[src/rtl/seq_divider_pkg.sv]
// Shared arithmetic definitions for the sequential divider.
package seq_divider_pkg;

  localparam int DEFAULT_WIDTH = 32;

  // Counter width able to hold the value WIDTH.
  function automatic int count_width(input int w);
    return $clog2(w + 1);
  endfunction

  localparam int DEFAULT_COUNT_W = count_width(DEFAULT_WIDTH);

  typedef enum logic [1:0] {
    ST_IDLE = 2'd0,
    ST_CALC = 2'd1,
    ST_FIX  = 2'd2
  } div_state_t;

endpackage

[src/rtl/seq_divider_div_step.sv]
// One restoring-division iteration: shift in the next dividend bit and try
// to subtract the divisor from the partial remainder.
module div_step #(
  parameter int WIDTH = 32
) (
  input  logic [WIDTH:0]   rem,
  input  logic             q_msb,
  input  logic [WIDTH-1:0] divisor,
  output logic [WIDTH:0]   rem_next,
  output logic             q_bit
);

  // The extra top bit of the trial acts as its sign.  The partial remainder is
  // always below the divisor, so the shifted value never loses information.
  logic [WIDTH+1:0] trial;

  // Trial subtraction and restore decision.
  always_comb begin
    trial = {rem, q_msb} - {2'b00, divisor};
    if (trial[WIDTH+1]) begin
      rem_next = {rem[WIDTH-1:0], q_msb};
      q_bit    = 1'b0;
    end else begin
      rem_next = trial[WIDTH:0];
      q_bit    = 1'b1;
    end
  end

endmodule

[src/rtl/seq_divider.sv]
// Sequential signed divider: restoring shift-and-subtract, one quotient bit
// per clock, truncating toward zero, with a divide-by-zero flag.
import seq_divider_pkg::*;

module seq_divider #(
  parameter int WIDTH = DEFAULT_WIDTH
) (
  input  logic             i_clk,
  input  logic             i_rst,
  input  logic             i_start,
  input  logic [WIDTH-1:0] i_dividend,
  input  logic [WIDTH-1:0] i_divisor,
  output logic             o_busy,
  output logic             o_done,
  output logic [WIDTH-1:0] o_quotient,
  output logic [WIDTH-1:0] o_remainder,
  output logic             o_div_by_zero
);

  localparam int CNT_W = count_width(WIDTH);

  div_state_t       state;
  logic [CNT_W-1:0] count;
  logic             sign_dd;
  logic             sign_dr;
  logic             div0;
  logic [WIDTH-1:0] q_reg;
  logic [WIDTH-1:0] dvsr;
  logic [WIDTH:0]   rem;
  logic [WIDTH:0]   step_rem;
  logic             step_qbit;

  div_step #(.WIDTH(WIDTH)) u_step (
    .rem      (rem),
    .q_msb    (q_reg[WIDTH-1]),
    .divisor  (dvsr),
    .rem_next (step_rem),
    .q_bit    (step_qbit)
  );

  // Control FSM, iteration datapath and registered result outputs.
  always_ff @(posedge i_clk) begin
    if (i_rst) begin
      state         <= ST_IDLE;
      count         <= '0;
      sign_dd       <= 1'b0;
      sign_dr       <= 1'b0;
      div0          <= 1'b0;
      q_reg         <= '0;
      dvsr          <= '0;
      rem           <= '0;
      o_busy        <= 1'b0;
      o_done        <= 1'b0;
      o_quotient    <= '0;
      o_remainder   <= '0;
      o_div_by_zero <= 1'b0;
    end else begin
      o_done <= 1'b0;
      case (state)
        ST_IDLE: begin
          if (i_start) begin
            sign_dd       <= i_dividend[WIDTH-1];
            sign_dr       <= i_divisor[WIDTH-1];
            q_reg         <= i_dividend[WIDTH-1] ? -i_dividend : i_dividend;
            dvsr          <= i_divisor[WIDTH-1] ? -i_divisor : i_divisor;
            rem           <= '0;
            count         <= '0;
            div0          <= (i_divisor == '0);
            o_busy        <= 1'b1;
            o_div_by_zero <= 1'b0;
            state         <= (i_divisor == '0) ? ST_FIX : ST_CALC;
          end
        end
        ST_CALC: begin
          rem   <= step_rem;
          q_reg <= {q_reg[WIDTH-2:0], step_qbit};
          count <= count + CNT_W'(1);
          if (count == CNT_W'(WIDTH - 1)) begin
            state <= ST_FIX;
          end
        end
        ST_FIX: begin
          // On divide-by-zero q_reg still holds |dividend|; re-applying the
          // dividend sign recovers the original operand for the remainder.
          if (div0) begin
            o_quotient  <= '1;
            o_remainder <= sign_dd ? -q_reg : q_reg;
          end else begin
            o_quotient  <= (sign_dd ^ sign_dr) ? -q_reg : q_reg;
            o_remainder <= sign_dd ? -rem[WIDTH-1:0] : rem[WIDTH-1:0];
          end
          o_div_by_zero <= div0;
          o_done        <= 1'b1;
          o_busy        <= 1'b0;
          state         <= ST_IDLE;
        end
        default: begin
          state  <= ST_IDLE;
          o_busy <= 1'b0;
        end
      endcase
    end
  end

endmodule

[config.mk]
export PLATFORM = sky130hd
export DESIGN_NAME = seq_divider
export DESIGN_NICKNAME = d
export VERILOG_FILES = /design/src/rtl/seq_divider_pkg.sv /design/src/rtl/seq_divider_div_step.sv /design/src/rtl/seq_divider.sv
export SDC_FILE = /design/constraint.sdc
export NUM_CORES = 1
export LEC_CHECK = 0
export ABC_AREA = 1
export CORE_MARGIN = 2
export CORE_UTILIZATION = 30
export CTS_BUF_LIST = sky130_fd_sc_hd__clkbuf_8
export DETAILED_ROUTE_END_ITERATION = 7
export MAX_ROUTING_LAYER = met4
export PLACE_DENSITY = 0.44
export SLEW_MARGIN = 20
export SYNTH_ARGS = -nofsm -noshare
export SYNTH_HDL_FRONTEND = slang
export SYNTH_SLANG_ARGS = --single-unit
[constraint.sdc]
create_clock -name i_clk -period 4 [get_ports i_clk]
set_input_delay 0.8 -clock i_clk [delete_from_list [all_inputs] [get_ports i_clk]]
set_output_delay 0.8 -clock i_clk [all_outputs]
set_load 0.05 [all_outputs]
==> results.py <==
metrics = {
    "die": {
        "start_util_pct": 30.5,
        "num_io_pins": 134,
        "fp.dieH_um": 216,
        "die-area_um2": 46900,
        "fp.dieW_um": 216,
        "core_um2": 44400,
        "num_rows": 77,
    },
    "timing": {
        "setup_ws_ns": 1.24,
        "slew_headroom_pct": 24.9,
        "rsz0062_at_grt": "false",
        "finClkSkew_ns": 0.0207,
        "clock.fmax_mhz": 362,
        "slew_violations": 0,
        "period_needed_ns": 2.76,
        "setup_viol": 0,
        "fin_crit_sh_pct": 69.1,
        "worst_pin_slew_ns": 1.13,
        "totalNegativeSetupSlack_ns": 0,
        "hold_viol": 0,
    },
    "synthesis": {
        "synth_area_leader_cell": "dfxtp_1",
        "synth-async-reset-ratio_pct": 0,
        "avgSynthCellArea_um2": 6.10,
        "synth-edff-count": 0,
        "ys_ff_latch": 175,
        "synth-main-ff-cell": "dfxtp_1",
        "syn_inst": 2220,
        "synth_area_um2": 13500,
        "yosys_warnings": 0,
        "synth.area.top_cells": "dfxtp_1 (26%), nand2_1 (16%), inv_1 (8.3%)",
        "synth_fp_nets": 2325,
        "synth_seq_area_share_pct": 25.9,
        "synth_top_area_share_pct": 25.9,
        "yosysUniqueCellTypes": 49,
    },
    "clocking": {
        "clk_path_buf_depth": 2,
        "cts_hold_buf": 0,
        "root_buffer": "clkbuf_8",
        "clk_latency_ns": 0.51,
        "cts_tree": "done",
        "post_cts_buffers": 0,
        "clk_pin_slew_ns": 0.10,
        "htree_num_levels": 4,
        "clkSinkCount": 175,
        "cts_buffers": 17,
        "cts_resized": 0,
    },
    "worst_setup_path": {
        "worstReg2RegStart": "q_reg[31]",
        "end_kind": "flip-flop",
        "worst_ep_arrival_time_ns": 3.14,
        "worst_path_max_delay_cell": "fa_1",
        "cp_max_fo": 4,
        "cpPeakStageDelay_ns": 0.48,
        "worst-path-buf-inv": 2,
        "required_ns": 4.37,
        "start_kind": "flip-flop",
        "path_cells": "inv_1 > ha_1 > inv_1 > fa_1 > nand2_1 > nand2_1 > nand3_1 > nand2_1 > nand2_1 > nand2_1 > xnor2_1 > nand3_1 > nand3_1 > a21oi_1",
        "rr_worst_depth": 14,
        "r2r_end": "rem[16]",
        "cp_top_family": "simple AND/OR/NAND/NOR gates",
        "critPathKind": "reg2reg",
        "cpMostUsedCell": "nand2_1",
        "r2r_slack_ns": 1.24,
    },
    "final_layout": {
        "largest_register_ffs": 33,
        "final_cell_mix": "nand2_1 (581), inv_1 (300), nand3_1 (201)",
        "final_nets": 2399,
        "fin_util_pct": 35.5,
        "nFillCells": 4947,
        "drive_gt1_share_pct": 6.38,
        "layout_commonest_cell": "nand2_1",
        "area_growth_pct": 16.4,
        "regMostFlops": "rem",
    },
    "routing": {
        "dr.pass1.iters": 5,
        "antenna_left": 0,
        "drt-initial-drc-count": 1274,
        "remaining_drc_errors": 0,
        "route.detailed.wl_per_inst_um": 18.2,
        "vias_per_cell": 5.02,
        "routed_wirelength_mm": 52.7,
        "vias": 14562,
    },
    "global_route": {
        "grt_pass1_vias": 13636,
        "grt_overflow": 0,
        "grt_antenna_before_repair": 0,
        "grt_pass1_wl_mm": 81.4,
        "grt_util_all_layers_pct": 23.1,
        "grt_start_max_net_pins": 61,
    },
    "hold_path": {
        "hold_depth": 2,
        "hp-class": "reg2reg",
        "whs_endpoint": "dvsr[31]",
        "hp-start": "dvsr[31]",
    },
    "place": {
        "hpwlAfterDp_mm": 41.3,
        "gp_congestion": 0.919,
        "pre_cts_ws_ns": 1.06,
        "port_buffers": 133,
    },
    "flow_run": {
        "maxCapViolations": 0,
    },
    "power": {
        "p_leak_nw": 6.90,
        "power_density_nw_per_um2": 496,
        "peakVddDrop_mv": 0.241,
    },
    "status": {
        "outcome": "completed",
    },
}
## metal layers
layer | vias to the layer above | global-route usage, % | routed length [um]
met3 | 41 | 2.58 | 2760
met4 | 0 | 4.98 | 830
met2 | 375 | 34.6 | 22700
li1 | 7395 | - | -
met5 | - | - | 0
met1 | 6751 | 33.3 | 26500
## worst min-delay path: stages, from the launching register on
cell     delay (ns)
dfxtp_1        0.33
nand2_1        0.06
a21oi_1        0.05
## synth_stat cells, types with 2 or more instances
cell type / count
a21oi_1: 161
a21oi_2: 3
a221oi_1: 2
a31oi_1: 27
and2_1: 6
and3_1: 2
buf_1: 6
buf_2: 15
buf_4: 2
buf_6: 10
clkbuf_1: 68
dfxtp_1: 175
ha_1: 37
inv_1: 300
inv_2: 11
nand2_1: 581
nand2_2: 10
nand2_4: 5
nand3_1: 201
nand3_2: 13
nand3_4: 2
nand3b_1: 13
nand4_1: 25
nor2_1: 165
nor2_2: 14
nor2_4: 6
nor3_1: 31
nor3_2: 5
nor4_1: 13
nor4_2: 3
o211ai_1: 31
o21a_1: 2
o21ai_0: 157
o21ai_1: 6
o221a_2: 4
o221ai_1: 15
o311ai_0: 2
o31ai_1: 5
or2_2: 10
xnor2_1: 24
xor2_1: 44
## logic make-up (layout without fill, tap and decap cells)
logic type,Yosys count,count (layout),synth area share (%)
simple gates,1107,1107,36.7
compound gates,419,419,17.3
buf+inv,413,498,12.2
flops,175,175,25.9
xor+xnor,68,68,4.40
fa+ha+maj,38,38,3.57
other cells,0,1,0
## power by group
| part | internal [mW] | switching (mW) | total, mW | leakage (nW) |
|---|---|---|---|---|
| Sequential | 1.89 | 0.247 | 2.14 | 1.43 |
| Clock | 0.680 | 0.698 | 1.38 | 0.216 |
| Combinational | 1.37 | 2.94 | 4.31 | 5.26 |
## final cells by class
cell class	instances	area, um2	area share (%)
multi-input cells	1632	8400	53.3
flip-flops and latches	175	3500	22.2
repair buffers	156	1520	9.67
inverters	312	1170	7.43
well taps	592	741	4.70
clock buffers	21	289	1.83
clock inverters	9	133	0.841
diodes	1	2.50	0.0159
## worst max-delay path by stage
stage | start | end | slack (ns) | cells past startpoint
floorplan | i_dividend[0] | q_reg[30] | 1.80 | 13
global placement | i_divisor[0] | dvsr[22] | 1.12 | 9
detailed placement | i_divisor[0] | dvsr[22] | 1.06 | 9
CTS | q_reg[31] | rem[16] | 1.22 | 14
global route | q_reg[31] | rem[24] | 1.01 | 17
finish | q_reg[31] | rem[16] | 1.24 | 14
## stage by stage
stage	instances	power, mW	hold slack (ns)	cell area (um2)
after floorplan	2220	5.30	0.445	13500
after global routing	2897	8.52	0.511	15800
after detailed placement	2867	6.47	0.458	15300
final	2898	7.83	0.486	15800
after global placement	2867	6.45	0.460	15300
after CTS	2897	7.86	0.482	15800
Note: power is estimated with default switching activity, not from simulation.
